[src/rtl/scara_pkg.sv]
// Shared types for the SCARA inverse-kinematics sequencer.
// Holds the sequencer state enum, the status codes and the angle LSB scale.
package scara_pkg;

    typedef enum logic [2:0] {
        S_IDLE,
        S_FK,
        S_CHECK,
        S_SOLVE,
        S_APPLY,
        S_STEP,
        S_DONE
    } seq_state_e;

    typedef enum logic [1:0] {
        ST_CONVERGED = 2'd0,
        ST_MAXITER   = 2'd1,
        ST_TIMEOUT   = 2'd2,
        ST_STALL     = 2'd3
    } status_e;

    // Joint angles are kept in 1/16 degree units.
    localparam int ANG_LSB_PER_DEG = 16;

endpackage

[src/rtl/scara_angle_sat.sv]
// Combinational saturating signed adder for one joint angle.
// Ports: a, b (signed ANG_W operands) -> sum = clamp(a + b, -LIMIT, +LIMIT).
module scara_angle_sat #(
    parameter int ANG_W = 16,
    parameter int LIMIT = 2880
) (
    input  logic [ANG_W-1:0] a,
    input  logic [ANG_W-1:0] b,
    output logic [ANG_W-1:0] sum
);

    localparam logic signed [ANG_W:0] LIM_P = (ANG_W+1)'(LIMIT);
    localparam logic signed [ANG_W:0] LIM_N = (ANG_W+1)'(-LIMIT);

    // One guard bit: the raw sum of two ANG_W values never wraps.
    logic signed [ANG_W:0] raw;

    always_comb begin
        raw = $signed({a[ANG_W-1], a}) + $signed({b[ANG_W-1], b});
        if (raw > LIM_P) begin
            sum = LIM_P[ANG_W-1:0];
        end else if (raw < LIM_N) begin
            sum = LIM_N[ANG_W-1:0];
        end else begin
            sum = raw[ANG_W-1:0];
        end
    end

endmodule

[src/rtl/scara_ik_sequencer.sv]
// Iterative IK sequencer: runs FK -> check -> Jacobian solve -> apply -> step
// until converged, out of iterations, timed out or stalled at a joint limit.
// Ports: cmd_* (move command, valid/ready), fk_* and jac_* (start/done units),
// err_x/err_y (position error), th1/th2 (joint angles), step_* (joint move,
// valid/ready), busy/done/status/iter_count (progress and result).
module scara_ik_sequencer
    import scara_pkg::*;
#(
    parameter int POS_W         = 14,
    parameter int ANG_W         = 16,
    parameter int MAX_ITER      = 8,
    parameter int TOL           = 4,
    parameter int STAGE_TIMEOUT = 1024,
    parameter int TH_LIMIT      = 180 * ANG_LSB_PER_DEG,
    parameter int TH1_INIT      = 45 * ANG_LSB_PER_DEG,
    parameter int TH2_INIT      = 45 * ANG_LSB_PER_DEG
) (
    input  logic             clk,
    input  logic             reset,
    input  logic             cmd_valid,
    output logic             cmd_ready,
    input  logic [POS_W-1:0] cmd_x,
    input  logic [POS_W-1:0] cmd_y,
    input  logic             cmd_rel,
    output logic             fk_start,
    input  logic             fk_done,
    input  logic [POS_W-1:0] fk_x,
    input  logic [POS_W-1:0] fk_y,
    output logic [POS_W:0]   err_x,
    output logic [POS_W:0]   err_y,
    output logic             jac_start,
    input  logic             jac_done,
    input  logic [ANG_W-1:0] jac_dth1,
    input  logic [ANG_W-1:0] jac_dth2,
    output logic [ANG_W-1:0] th1,
    output logic [ANG_W-1:0] th2,
    output logic             step_valid,
    input  logic             step_ready,
    output logic [ANG_W-1:0] step_dth1,
    output logic [ANG_W-1:0] step_dth2,
    output logic             busy,
    output logic             done,
    output logic [1:0]       status,
    output logic [3:0]       iter_count
);

    localparam int WAIT_W = $clog2(STAGE_TIMEOUT + 1);
    localparam logic [WAIT_W-1:0] WAIT_LAST = WAIT_W'(STAGE_TIMEOUT - 1);
    localparam logic [3:0] ITER_MAX = 4'(MAX_ITER);
    localparam logic signed [POS_W:0] TOL_P = (POS_W+1)'(TOL);
    localparam logic signed [POS_W:0] TOL_N = (POS_W+1)'(-TOL);
    localparam logic signed [POS_W:0] POS_MAX = (POS_W+1)'((1 << (POS_W-1)) - 1);
    localparam logic signed [POS_W:0] POS_MIN = (POS_W+1)'(-(1 << (POS_W-1)));

    seq_state_e       state_q, state_d;
    status_e          status_q, status_d;
    logic             cmd_ready_q, cmd_ready_d;
    logic             fk_start_q, fk_start_d;
    logic             jac_start_q, jac_start_d;
    logic             step_valid_q, step_valid_d;
    logic             done_q, done_d;
    logic             rel_q, rel_d;
    logic             first_q, first_d;
    logic [3:0]       iter_q, iter_d;
    logic [WAIT_W-1:0] wait_q, wait_d;
    logic [POS_W-1:0] tgt_x_q, tgt_x_d;
    logic [POS_W-1:0] tgt_y_q, tgt_y_d;
    logic [POS_W:0]   err_x_q, err_x_d;
    logic [POS_W:0]   err_y_q, err_y_d;
    logic [ANG_W-1:0] dth1_q, dth1_d;
    logic [ANG_W-1:0] dth2_q, dth2_d;
    logic [ANG_W-1:0] th1_q, th1_d;
    logic [ANG_W-1:0] th2_q, th2_d;
    logic [ANG_W-1:0] step_dth1_q, step_dth1_d;
    logic [ANG_W-1:0] step_dth2_q, step_dth2_d;

    logic [ANG_W-1:0] th1_new, th2_new;
    logic signed [POS_W:0] fkx_e, fky_e, sum_x, sum_y;
    logic in_tol;

    function automatic logic [POS_W-1:0] sat_pos(input logic signed [POS_W:0] v);
        if (v > POS_MAX) return POS_MAX[POS_W-1:0];
        if (v < POS_MIN) return POS_MIN[POS_W-1:0];
        return v[POS_W-1:0];
    endfunction

    scara_angle_sat #(.ANG_W(ANG_W), .LIMIT(TH_LIMIT)) u_sat1 (
        .a   (th1_q),
        .b   (dth1_q),
        .sum (th1_new)
    );

    scara_angle_sat #(.ANG_W(ANG_W), .LIMIT(TH_LIMIT)) u_sat2 (
        .a   (th2_q),
        .b   (dth2_q),
        .sum (th2_new)
    );

    // tgt_*_q holds the raw command until the first FK result of a relative
    // move turns it into an absolute target.
    assign fkx_e = $signed({fk_x[POS_W-1], fk_x});
    assign fky_e = $signed({fk_y[POS_W-1], fk_y});
    assign sum_x = fkx_e + $signed({tgt_x_q[POS_W-1], tgt_x_q});
    assign sum_y = fky_e + $signed({tgt_y_q[POS_W-1], tgt_y_q});

    assign in_tol = ($signed(err_x_q) <= TOL_P) && ($signed(err_x_q) >= TOL_N) &&
                    ($signed(err_y_q) <= TOL_P) && ($signed(err_y_q) >= TOL_N);

    always_comb begin
        state_d     = state_q;
        status_d    = status_q;
        cmd_ready_d = cmd_ready_q;
        fk_start_d  = 1'b0;
        jac_start_d = 1'b0;
        done_d      = 1'b0;
        step_valid_d = step_valid_q;
        rel_d       = rel_q;
        first_d     = first_q;
        iter_d      = iter_q;
        wait_d      = wait_q;
        tgt_x_d     = tgt_x_q;
        tgt_y_d     = tgt_y_q;
        err_x_d     = err_x_q;
        err_y_d     = err_y_q;
        dth1_d      = dth1_q;
        dth2_d      = dth2_q;
        th1_d       = th1_q;
        th2_d       = th2_q;
        step_dth1_d = step_dth1_q;
        step_dth2_d = step_dth2_q;

        unique case (state_q)
            S_IDLE: begin
                if (cmd_valid && cmd_ready_q) begin
                    tgt_x_d     = cmd_x;
                    tgt_y_d     = cmd_y;
                    rel_d       = cmd_rel;
                    first_d     = 1'b1;
                    iter_d      = 4'd0;
                    status_d    = ST_CONVERGED;
                    cmd_ready_d = 1'b0;
                    fk_start_d  = 1'b1;
                    wait_d      = '0;
                    state_d     = S_FK;
                end
            end
            S_FK: begin
                if (fk_done) begin
                    if (first_q && rel_q) begin
                        tgt_x_d = sat_pos(sum_x);
                        tgt_y_d = sat_pos(sum_y);
                    end
                    first_d = 1'b0;
                    err_x_d = $signed({tgt_x_d[POS_W-1], tgt_x_d}) - fkx_e;
                    err_y_d = $signed({tgt_y_d[POS_W-1], tgt_y_d}) - fky_e;
                    state_d = S_CHECK;
                end else if (wait_q == WAIT_LAST) begin
                    status_d = ST_TIMEOUT;
                    done_d   = 1'b1;
                    state_d  = S_DONE;
                end else begin
                    wait_d = wait_q + 1'b1;
                end
            end
            S_CHECK: begin
                if (in_tol) begin
                    status_d = ST_CONVERGED;
                    done_d   = 1'b1;
                    state_d  = S_DONE;
                end else if (iter_q == ITER_MAX) begin
                    status_d = ST_MAXITER;
                    done_d   = 1'b1;
                    state_d  = S_DONE;
                end else begin
                    jac_start_d = 1'b1;
                    wait_d      = '0;
                    state_d     = S_SOLVE;
                end
            end
            S_SOLVE: begin
                if (jac_done) begin
                    dth1_d  = jac_dth1;
                    dth2_d  = jac_dth2;
                    state_d = S_APPLY;
                end else if (wait_q == WAIT_LAST) begin
                    status_d = ST_TIMEOUT;
                    done_d   = 1'b1;
                    state_d  = S_DONE;
                end else begin
                    wait_d = wait_q + 1'b1;
                end
            end
            S_APPLY: begin
                th1_d       = th1_new;
                th2_d       = th2_new;
                step_dth1_d = th1_new - th1_q;
                step_dth2_d = th2_new - th2_q;
                // Error is known to exceed TOL here, so no motion means stuck.
                if (th1_new == th1_q && th2_new == th2_q) begin
                    status_d = ST_STALL;
                    done_d   = 1'b1;
                    state_d  = S_DONE;
                end else begin
                    step_valid_d = 1'b1;
                    wait_d       = '0;
                    state_d      = S_STEP;
                end
            end
            S_STEP: begin
                if (step_valid_q && step_ready) begin
                    step_valid_d = 1'b0;
                    iter_d       = iter_q + 4'd1;
                    fk_start_d   = 1'b1;
                    wait_d       = '0;
                    state_d      = S_FK;
                end else if (wait_q == WAIT_LAST) begin
                    step_valid_d = 1'b0;
                    status_d     = ST_TIMEOUT;
                    done_d       = 1'b1;
                    state_d      = S_DONE;
                end else begin
                    wait_d = wait_q + 1'b1;
                end
            end
            S_DONE: begin
                cmd_ready_d = 1'b1;
                state_d     = S_IDLE;
            end
            default: begin
                cmd_ready_d = 1'b1;
                state_d     = S_IDLE;
            end
        endcase
    end

    always_ff @(posedge clk) begin
        if (reset) begin
            state_q      <= S_IDLE;
            status_q     <= ST_CONVERGED;
            cmd_ready_q  <= 1'b1;
            fk_start_q   <= 1'b0;
            jac_start_q  <= 1'b0;
            step_valid_q <= 1'b0;
            done_q       <= 1'b0;
            rel_q        <= 1'b0;
            first_q      <= 1'b0;
            iter_q       <= 4'd0;
            wait_q       <= '0;
            tgt_x_q      <= '0;
            tgt_y_q      <= '0;
            err_x_q      <= '0;
            err_y_q      <= '0;
            dth1_q       <= '0;
            dth2_q       <= '0;
            th1_q        <= ANG_W'(TH1_INIT);
            th2_q        <= ANG_W'(TH2_INIT);
            step_dth1_q  <= '0;
            step_dth2_q  <= '0;
        end else begin
            state_q      <= state_d;
            status_q     <= status_d;
            cmd_ready_q  <= cmd_ready_d;
            fk_start_q   <= fk_start_d;
            jac_start_q  <= jac_start_d;
            step_valid_q <= step_valid_d;
            done_q       <= done_d;
            rel_q        <= rel_d;
            first_q      <= first_d;
            iter_q       <= iter_d;
            wait_q       <= wait_d;
            tgt_x_q      <= tgt_x_d;
            tgt_y_q      <= tgt_y_d;
            err_x_q      <= err_x_d;
            err_y_q      <= err_y_d;
            dth1_q       <= dth1_d;
            dth2_q       <= dth2_d;
            th1_q        <= th1_d;
            th2_q        <= th2_d;
            step_dth1_q  <= step_dth1_d;
            step_dth2_q  <= step_dth2_d;
        end
    end

    assign cmd_ready  = cmd_ready_q;
    assign fk_start   = fk_start_q;
    assign jac_start  = jac_start_q;
    assign step_valid = step_valid_q;
    assign done       = done_q;
    assign busy       = (state_q != S_IDLE);
    assign status     = status_q;
    assign iter_count = iter_q;
    assign err_x      = err_x_q;
    assign err_y      = err_y_q;
    assign th1        = th1_q;
    assign th2        = th2_q;
    assign step_dth1  = step_dth1_q;
    assign step_dth2  = step_dth2_q;

endmodule

[config.mk]
export PLATFORM = sky130hd
export DESIGN_NAME = scara_ik_sequencer
export DESIGN_NICKNAME = d
export VERILOG_FILES = /design/src/rtl/scara_pkg.sv /design/src/rtl/scara_angle_sat.sv /design/src/rtl/scara_ik_sequencer.sv
export SDC_FILE = /design/constraint.sdc
export NUM_CORES = 1
export LEC_CHECK = 0
export ABC_AREA = 0
export BUFFER_PORTS_ARGS = -buffer_cell sky130_fd_sc_hd__buf_2
export CAP_MARGIN = 30
export CORE_MARGIN = 2
export CORE_UTILIZATION = 40
export CTS_BUF_LIST = sky130_fd_sc_hd__clkbuf_8
export DETAILED_ROUTE_END_ITERATION = 10
export SYNTH_ARGS = -nofsm -noshare
export SYNTH_HDL_FRONTEND = slang
export SYNTH_SLANG_ARGS = --single-unit
[constraint.sdc]
create_clock -name clk -period 6.7 [get_ports clk]
set_input_delay 1.675 -clock clk [delete_from_list [all_inputs] [get_ports clk]]
set_output_delay 1.675 -clock clk [all_outputs]
set_load 0.05 [all_outputs]
==> results of run 1 <==
[layer usage]
metal,track usage [%],routed length [um]
met3,5.207,2767
met1,29.70,19490
met2,40.39,20720
met4,6.430,782
met5,0,14
[cell usage after synthesis (10+ instances only)]
| master | instances |
|---|---|
| a211oi_1 | 23 |
| a21bo_2 | 11 |
| a21boi_0 | 19 |
| a21o_1 | 34 |
| a21oi_1 | 186 |
| a311oi_1 | 12 |
| a31oi_1 | 38 |
| and2_1 | 10 |
| and3_1 | 12 |
| and4_1 | 26 |
| clkbuf_1 | 73 |
| dfxtp_1 | 181 |
| ha_1 | 121 |
| inv_1 | 131 |
| maj3_1 | 12 |
| nand2_1 | 252 |
| nand2b_1 | 15 |
| nand3_1 | 44 |
| nand4_1 | 24 |
| nor2_1 | 120 |
| nor2b_1 | 18 |
| nor3_1 | 44 |
| nor4_1 | 17 |
| o211ai_1 | 19 |
| o21a_1 | 22 |
| o21ai_0 | 105 |
| o21bai_1 | 10 |
| o31ai_1 | 11 |
| or3_1 | 27 |
| xnor2_1 | 44 |
| xor2_1 | 17 |
[power breakdown]
group	internal, uW	switching, uW
logic	252	414
clock network	354	468
registers	1110	31.2
[stage by stage]
stage / cells / power (uW) / instance area (um^2)
6_report: 2491 / 2625 / 15980
5_1_grt: 2491 / 2757 / 15980
4_1_cts: 2491 / 2637 / 15980
3_5_place_dp: 2459 / 1817 / 15570
3_3_place_gp: 2458 / 1807 / 15560
2_1_floorplan: 1865 / 1630 / 14140
[worst max-delay path: stages]
cell	delay, ns
buf_2	0.11
ha_1	0.22
fa_1	0.40
a21o_1	0.20
a21oi_1	0.18
o211ai_1	0.15
a21o_1	0.21
a31oi_1	0.21
o21ai_1	0.14
a21oi_1	0.14
a2bb2oi_1	0.25
ha_1	0.21
inv_1	0.06
fa_1	0.41
a21o_1	0.18
a21oi_1	0.22
o21bai_1	0.09
a21oi_1	0.23
o21ba_2	0.18
o21ai_0	0.14
o41a_1	0.36
or4_1	0.40
a31oi_1	0.16
[final cells by class]
type	count	area share, %
Timing Repair Buffer	223	7.359
Multi-Input combinational cell	1468	60.72
Clock buffer	18	1.550
Inverter	132	3.100
Clock inverter	14	1.033
Sequential cell	181	22.67
Tap cell	455	3.562
[placed cells by master, fill, tap and decap left out, types with 22 or more instances in the layout]
cell type | synthesis | routed
a21oi_1 | 186 | 186
nor2_1 | 120 | 120
nand2_1 | 252 | 251
inv_1 | 131 | 130
and4_1 | 26 | 26
buf_4 | 0 | 24
buf_2 | 6 | 199
a21o_1 | 34 | 34
a31oi_1 | 38 | 38
dfxtp_1 | 181 | 181
a211oi_1 | 23 | 23
nand3_1 | 44 | 44
xnor2_1 | 44 | 44
o21ai_0 | 105 | 105
or3_1 | 27 | 27
ha_1 | 121 | 121
nor3_1 | 44 | 42
o21a_1 | 22 | 22
nand4_1 | 24 | 24
[state kept, by name, indices dropped and copies added (netlist names), 2 cells and up]
signal / count
dth1_q: 16
dth2_q: 16
step_dth1: 16
step_dth2: 16
th1: 16
th2: 16
err_x: 15
err_y: 15
tgt_x_q: 14
tgt_y_q: 14
wait_q: 11
iter_count: 4
state_q: 3
status: 2
[kinds of logic (layout without fill, tap and decap cells)]
group | after synthesis | in the layout
and+or+nand+nor | 650 | 650
muxes | 5 | 5
xor gates and xnor gates | 62 | 62
buffers and inverters | 216 | 387
AOI/OAI and AO/OA | 610 | 610
DFF | 181 | 181
adders and majority gates | 141 | 141
[worst paths after layout]
check,startpoint,to,cells after the start
worst max-delay path,fk_y[0],err_y[14],23
worst max register to register,th2[0],wait_q[2],22
worst min register to register,step_dth2[11],step_dth2[11],2
worst min-delay path,step_dth2[11],step_dth2[11],2
==> impl_metrics.yaml, run 1 <==
worst_setup_path:
  crit_path_max_fanout: 3
  critical_path_class: "in -> reg"
  worstPathArrival_ns: 6.52
  rrSetupSlack_ns: 0.82
  crit_path_start_kind: "input port"
  worst-endpoint-required_ns: 7.13
  cp-end-kind: "flop"
placed_design:
  place_congestion: 0.9436
  dp_hpwl_mm: 33.16
  port_buffers: 200
  dpl_worst_slack_ns: 0.1474
logic_synthesis:
  muxShareOfSynthArea_pct: 0.3628
  synth_area_per_cell_um2: 7.582
  synth_compound_area_share_pct: 29.20
  synth_top_area_share_pct: 25.62
  synth_xor_area_share_pct: 3.893
  synth_simple_gate_area_share_pct: 22.39
  ys_ff_latch: 181
  syn-cell-area_um2: 14140
  yosysSeqAreaShare_pct: 25.62
  synth_edf_count: 0
  synthAdderAreaFrac_pct: 12.69
  async_reset_ff_share_pct: 0
  synth.area.top_cells: "dfxtp_1 (26%), ha_1 (11%), nand2_1 (6.7%)"
  syn-num-nets: 2089
  ys.flop_type: "dfxtp_1"
  ys_types: 102
  yosys.area.top_type: "dfxtp_1"
  ys_warn_count: 0
  syn_inst: 1865
  synth_top_family_by_area: "compound AO/OA/AOI/OAI gates"
global_route:
  grt_max_degree: 77
  antenna_found_initial: 2
  grt_pass1_vias: 13311
  grt_pass1_wl_mm: 69.66
  grt_overflow: 0
  grt_usage_pct: 23.56
final_layout:
  final_layout_size_suffix_gt1_share_pct: 15.62
  nNetsFinal: 2247
  multi_input_area_um2: 9704
  seq_area_um2: 3623
  fill_cells: 3533
  num_antenna_cells: 0
  utilization_pct: 46.04
  area_growth_pct: 13.02
drt:
  final_antenna_net_count: 0
  vias: 14262
  viasPerCell: 5.725
  totalWireLength_mm: 43.77
  avgRoutedWirePerCell_um: 17.57
  drt_iter0_drc: 864
  first_pass_iters: 5
  drc: 0
sta:
  period_share_pct: 90.92
  clock_skew_ns: 0.02307
  setup_ws_ns: 0.6081
  max_slew.worst_pin.slew_ns: 1.075
  final_max_slew_viol_count: 0
  max_freq_mhz: 164.2
  slew_headroom_pct: 28.14
  period_needed_ns: 6.092
  fin_hold_ws_ns: 0.4557
  tns_ns: 0
  rsz0062_at_grt: "no"
  finalHoldViolCount: 0
  finalSetupViolations: 0
floorplanning:
  dieHeight_um: 192.0
  start_util_pct: 40.74
  die_w_um: 192.0
  ios: 201
  dieArea_um2: 36870
  num_rows: 68
  design.core.area_um2: 34710
clocking:
  tritoncts: "done"
  post-cts-setup-buffer-count: 0
  clock_path_buffers: 2
  clock_latency_ns: 0.52
  cts_made_buffers: 17
  cts_max_level: 4
  clk_pin_slew_ns: 0.10
  hold_buffers: 0
  root_buffer: "clkbuf_8"
  cts_sinks: 181
  cts_resized: 0
min_path:
  hold_class: "reg -> reg"
job:
  max_cap_viol_count: 0
power:
  p_leak_uw: 0.006965
  ir_drop_v: 0.0001270
  powerDensity_nw_per_um2: 164.3
status:
  status: "finished clean"
Note: power is estimated with default switching activity, not from simulation.
==> run 2, diff against run 1 <==
--- a/config.mk
+++ b/config.mk
@@ -12,6 +12,7 @@
 export CORE_UTILIZATION = 40
 export CTS_BUF_LIST = sky130_fd_sc_hd__clkbuf_8
 export DETAILED_ROUTE_END_ITERATION = 10
+export REMOVE_ABC_BUFFERS = 1
 export SYNTH_ARGS = -nofsm -noshare
 export SYNTH_HDL_FRONTEND = slang
 export SYNTH_SLANG_ARGS = --single-unit
==> run 2 against run 1 <==
  * Worst setup slack worse by 0.014 ns
  * Count of clock-buffer cells in the layout down 1
  * Die area unchanged
  * First-iteration DRC count down 6.7%
  * Critical path type unchanged
  * Largest power group unchanged
==> impl_metrics.yaml, run 2 (same netlist as run 1, synthesis figures left out) <==
global_route:
  grt_overflow: 0
  grt_max_degree: 65
  grt_usage_pct: 23.37
  grt_pass1_wl_mm: 69.20
  antenna_found_initial: 3
  grt_pass1_vias: 13542
worst_setup_path:
  path_common_cell: "a21oi_1"
  path_delay_family: "compound AO/OA/AOI/OAI gates"
  worstPathArrival_ns: 6.52
  cp-end-kind: "flop"
  crit_path_start_kind: "input port"
  cpPeakStageDelay_ns: 0.41
  path_cells: "buf_2 -> ha_1 -> fa_1 -> a21o_1 -> a21oi_1 -> o211ai_1 -> a21o_1 -> a31oi_1 -> o21ai_1 -> a21oi_1 -> a2bb2oi_1 -> ha_1 -> inv_1 -> fa_1 -> a21o_1 -> a21oi_1 -> o21bai_1 -> a21oi_1 -> o21ba_2 -> o21ai_0 -> o41a_1 -> or4_1 -> a31oi_1"
  crit_buf_inv: 2
  critical_path_class: "in -> reg"
  crit_path_max_fanout: 3
  worst-endpoint-required_ns: 7.11
  cp_slowest_cell: "fa_1"
sta:
  rsz0062_at_grt: "no"
  slew_headroom_pct: 33.32
  max_freq_mhz: 163.8
  finalHoldViolCount: 0
  period_needed_ns: 6.106
  tns_ns: 0
  clock_skew_ns: 0.02092
  max_slew.worst_pin.slew_ns: 0.9965
  fin_hold_ws_ns: 0.4566
  final_max_slew_viol_count: 0
  finalSetupViolations: 0
  setup_ws_ns: 0.5944
  period_share_pct: 91.13
final_layout:
  nNetsFinal: 2250
  fin_cells: 2495
  utilization_pct: 46.02
  final_cell_mix: "nand2_1 (251), buf_2 (199), a21oi_1 (186)"
  final_common_cell: "nand2_1"
  area_growth_pct: 12.96
  final_layout_size_suffix_gt1_share_pct: 15.60
placed_design:
  port_buffers: 200
  dpl_worst_slack_ns: 0.1449
  dp_hpwl_mm: 32.60
  dp_cells: 2462
  place_congestion: 0.9111
floorplanning:
  start_util_pct: 40.74
  num_rows: 68
  dieArea_um2: 36870
  die_w_um: 192.0
  ios: 201
  dieHeight_um: 192.0
  design.core.area_um2: 34710
job:
  max_cap_viol_count: 0
clocking:
  clock_latency_ns: 0.50
  cts_max_level: 4
  tritoncts: "done"
  cts_made_buffers: 17
  cts_resized: 0
  clk_pin_slew_ns: 0.10
  cts_sinks: 181
  clock_path_buffers: 2
  root_buffer: "clkbuf_8"
  post-cts-setup-buffer-count: 0
  hold_buffers: 0
drt:
  first_pass_iters: 5
  drc: 0
  vias: 14342
  drt_iter0_drc: 806
  avgRoutedWirePerCell_um: 17.57
  final_antenna_net_count: 0
  totalWireLength_mm: 43.83
  viasPerCell: 5.748
power:
  ir_drop_v: 0.0001397
  powerDensity_nw_per_um2: 161.0
  p_leak_uw: 0.006964
status:
  status: "finished clean"
min_path:
  hold_class: "reg -> reg"
-- run 2: cell types whose count changed in the layout (fill, tap and decap cells not counted) --
cell        before  now
buf_4           24   27
inv_1          130  133
inv_6            4    1
inv_8            3    0
clkinv_4         3    5
diode_2          0    2
clkbuf_8        18   17
clkinvlp_4       0    1
nor2_1         120  119
nor2_2           1    2
-- run 2: stage by stage --
stage / instance area (um^2) / power [uW]
3_3_place_gp: 15590 / 1807
3_5_place_dp: 15590 / 1817
6_report: 15970 / 2571
5_1_grt: 15970 / 2710
4_1_cts: 15970 / 2597
2_1_floorplan: 13810 / 1607
-- run 2: final timing paths --
path	startpoint	end	slack (ns)	cells after the start
max	fk_y[0]	err_y[14]	0.59	23
min	step_dth1[5]	step_dth1[5]	0.46	2
max reg2reg	th2[0]	step_dth2[15]	0.69	22
min reg2reg	step_dth1[5]	step_dth1[5]	0.46	2
-- run 2: layout make-up --
| type | count | area [um^2] |
|---|---|---|
| Tap cell | 455 | 569.3 |
| Multi-Input combinational cell | 1468 | 9707 |
| Antenna cell | 2 | 5.005 |
| Sequential cell | 181 | 3623 |
| Timing Repair Buffer | 226 | 1199 |
| Clock buffer | 17 | 234.0 |
| Inverter | 132 | 495.5 |
| Fill cell | 3588 | 18740 |
| Clock inverter | 14 | 141.4 |
-- run 2: power breakdown --
| part | internal, uW | switching [uW] |
|---|---|---|
| clock | 328 | 441 |
| combinational | 253 | 408 |
| sequential | 1110 | 35.5 |
-- run 2: routing by layer --
layer	routed length, um	up-vias	track usage (%)	share of wire (%)
met2	20640	421	40.46	47
met5	13	-	0	0.030
li1	-	7130	-	-
met3	2619	46	4.221	6.0
met1	19850	6743	29.82	45
met4	701	2	6.048	1.6
-- run 2: tightest hold or removal path, cell delays in order (launching register included) --
cell and delay (ns):
dfxtp_1 0.32, nand2_1 0.05, a21oi_1 0.05
==> run 3, diff against run 2 <==
==> constraint.sdc (replaced) <==
create_clock -name clk -period 5.8 [get_ports clk]
set_input_delay 1.45 -clock clk [delete_from_list [all_inputs] [get_ports clk]]
set_output_delay 1.45 -clock clk [all_outputs]
set_load 0.05 [all_outputs]
==> run 3 against run 2 <==
  * Final area increased by 5.0%
  * Largest power group unchanged
  * Clock skew rose by 0.0014 ns
  * Total power is 23% higher
  * Worst setup slack lost 0.34 ns
  * First-iteration DRC count is 7.2% higher
  * Cell count grew 3.2%
  * Clock power is 28% higher
  * Sequential power grew 16%
  * Combinational power is 29% higher
==> impl_metrics.yaml, run 3 (same netlist as run 1, synthesis figures left out) <==
final_layout:
  utilization_pct: 48.32
  final_layout_size_suffix_gt1_share_pct: 19.76
  final_cell_mix: "nand2_1 (251), buf_2 (199), a21oi_1 (181), dfxtp_1 (181), inv_1 (130)"
  nNetsFinal: 2333
  num_antenna_cells: 0
  area_growth_pct: 18.61
  final_common_cell: "nand2_1"
sta:
  period_share_pct: 95.58
  max_slew.worst_pin.slew_ns: 0.9508
  setup_ws_ns: 0.2566
  finalHoldViolCount: 0
  final_max_slew_viol_count: 0
  clock_skew_ns: 0.02228
  finalSetupViolations: 0
  max_freq_mhz: 180.4
  period_needed_ns: 5.543
  slew_headroom_pct: 36.46
floorplanning:
  dieArea_um2: 36870
  start_util_pct: 40.74
  num_rows: 68
  ios: 201
  design.core.area_um2: 34710
  dieHeight_um: 192.0
  die_w_um: 192.0
drt:
  vias: 14713
  drc: 0
  final_antenna_net_count: 0
  viasPerCell: 5.714
  totalWireLength_mm: 44.47
  drt_iter0_drc: 864
  first_pass_iters: 5
  avgRoutedWirePerCell_um: 17.27
clocking:
  clk_pin_slew_ns: 0.10
  clock_path_buffers: 2
  root_buffer: "clkbuf_8"
  tritoncts: "done"
  clock_latency_ns: 0.51
  cts_sinks: 181
  cts_made_buffers: 17
  cts_max_level: 4
  hold_buffers: 0
worst_setup_path:
  crit_path_start_kind: "flop"
  cp_slowest_cell: "fa_1"
  worstPathArrival_ns: 5.98
  cp-end-kind: "flop"
  path_common_cell: "o21ai_0"
  path_cells: "ha_1 -> inv_1 -> fa_1 -> and2b_1 -> o221ai_2 -> a21oi_4 -> a31oi_1 -> xnor2_1 -> or3_4 -> nor4_4 -> a21oi_4 -> nand2b_1 -> ha_1 -> fa_1 -> nor2b_1 -> o21ai_0 -> a21boi_0 -> o21ai_0 -> a21boi_1 -> o21a_2 -> o21ai_0 -> or3_1 -> a31oi_1"
  worst-endpoint-required_ns: 6.23
  path_delay_family: "compound AO/OA/AOI/OAI gates"
  reg2reg_depth: 23
  cp.depth: 23
  crit_path_max_fanout: 8
  critical_path_class: "reg -> reg"
  crit_buf_inv: 1
  cpPeakStageDelay_ns: 0.42
job:
  max_cap_viol_count: 0
power:
  p_leak_uw: 0.007406
  powerDensity_nw_per_um2: 188.4
  ir_drop_v: 0.0001458
global_route:
  grt_usage_pct: 24.00
  grt_overflow: 0
  antenna_found_initial: 2
  grt_pass1_vias: 13782
  grt_max_degree: 60
  grt_pass1_wl_mm: 71.04
min_path:
  hold_class: "reg -> reg"
  hold_depth: 2
placed_design:
  place_congestion: 0.8959
  dp_hpwl_mm: 33.70
  port_buffers: 200
  dpl_worst_slack_ns: -0.4899
status:
  status: "finished clean"
run 3: cell types whose count changed in the layout (fill, tap and decap cells not counted), sizes merged:
| cell | before | now |
|---|---|---|
| bufinv | 2 | 3 |
| diode | 2 | 0 |
| buf | 226 | 309 |
| clkinv | 7 | 3 |
| inv | 136 | 135 |
| clkbuf | 17 | 20 |
run 3: layout make-up:
| type | instances | area [um^2] |
|---|---|---|
| clock buffer | 20 | 275.3 |
| clock inverter | 10 | 146.4 |
| fill | 3488 | 17940 |
| inverter | 132 | 495.5 |
| multi-input combinational | 1468 | 9817 |
| sequential | 181 | 3623 |
| tap | 455 | 569.3 |
| timing repair buffer | 309 | 1846 |
run 3: routing by layer:
layer	track usage [%]	part of all wire, %	vias up
met5	0	0.036	-
met4	5.461	1.4	2
met3	4.440	6.2	49
met2	41.32	48	429
met1	31.02	45	6938
li1	-	-	7295
run 3: worst min-delay path, delay by kind of cell, from the launching register on:
family / cells / cell delay (ns)
flops: 1 / 0.33
buf+inv: 1 / 0.05
compound gates: 1 / 0.05
run 3: stage by stage:
step / area [um^2] / std cells / TNS (ns) / power, uW / hold WS (ns)
detailed placement: 16200 / 2539 / -1.676 / 2179 / 0.4398
CTS: 16620 / 2569 / 0 / 3170 / 0.4558
global route: 16770 / 2575 / -0.01963 / 3325 / 0.4741
global placement: 16150 / 2536 / -1.176 / 2161 / 0.4344
finish: 16770 / 2575 / 0 / 3161 / 0.4512
floorplan: 13810 / 1781 / -0.7279 / 1857 / 0.4213
run 3: repair_timing:
action	in CTS	in global routing
setup buffers	0	6
setup endpoints to repair	0	29
gates resized for setup	0	27
run 3: final timing paths:
kind                   from            end  slack (ns)
setup / recovery     th2[0]  step_dth2[14]        0.26
hold / removal    status[0]      status[0]        0.45
setup reg to reg     th2[0]  step_dth2[14]        0.26
hold reg to reg   status[0]      status[0]        0.45
run 3: report_power, final:
group / leakage [uW] / switching [uW] / internal, uW
Clock: 0.000212 / 526 / 461
Combinational: 0.00573 / 489 / 367
Sequential: 0.00146 / 40.4 / 1280
Total: 0.00741 / 1060 / 2100
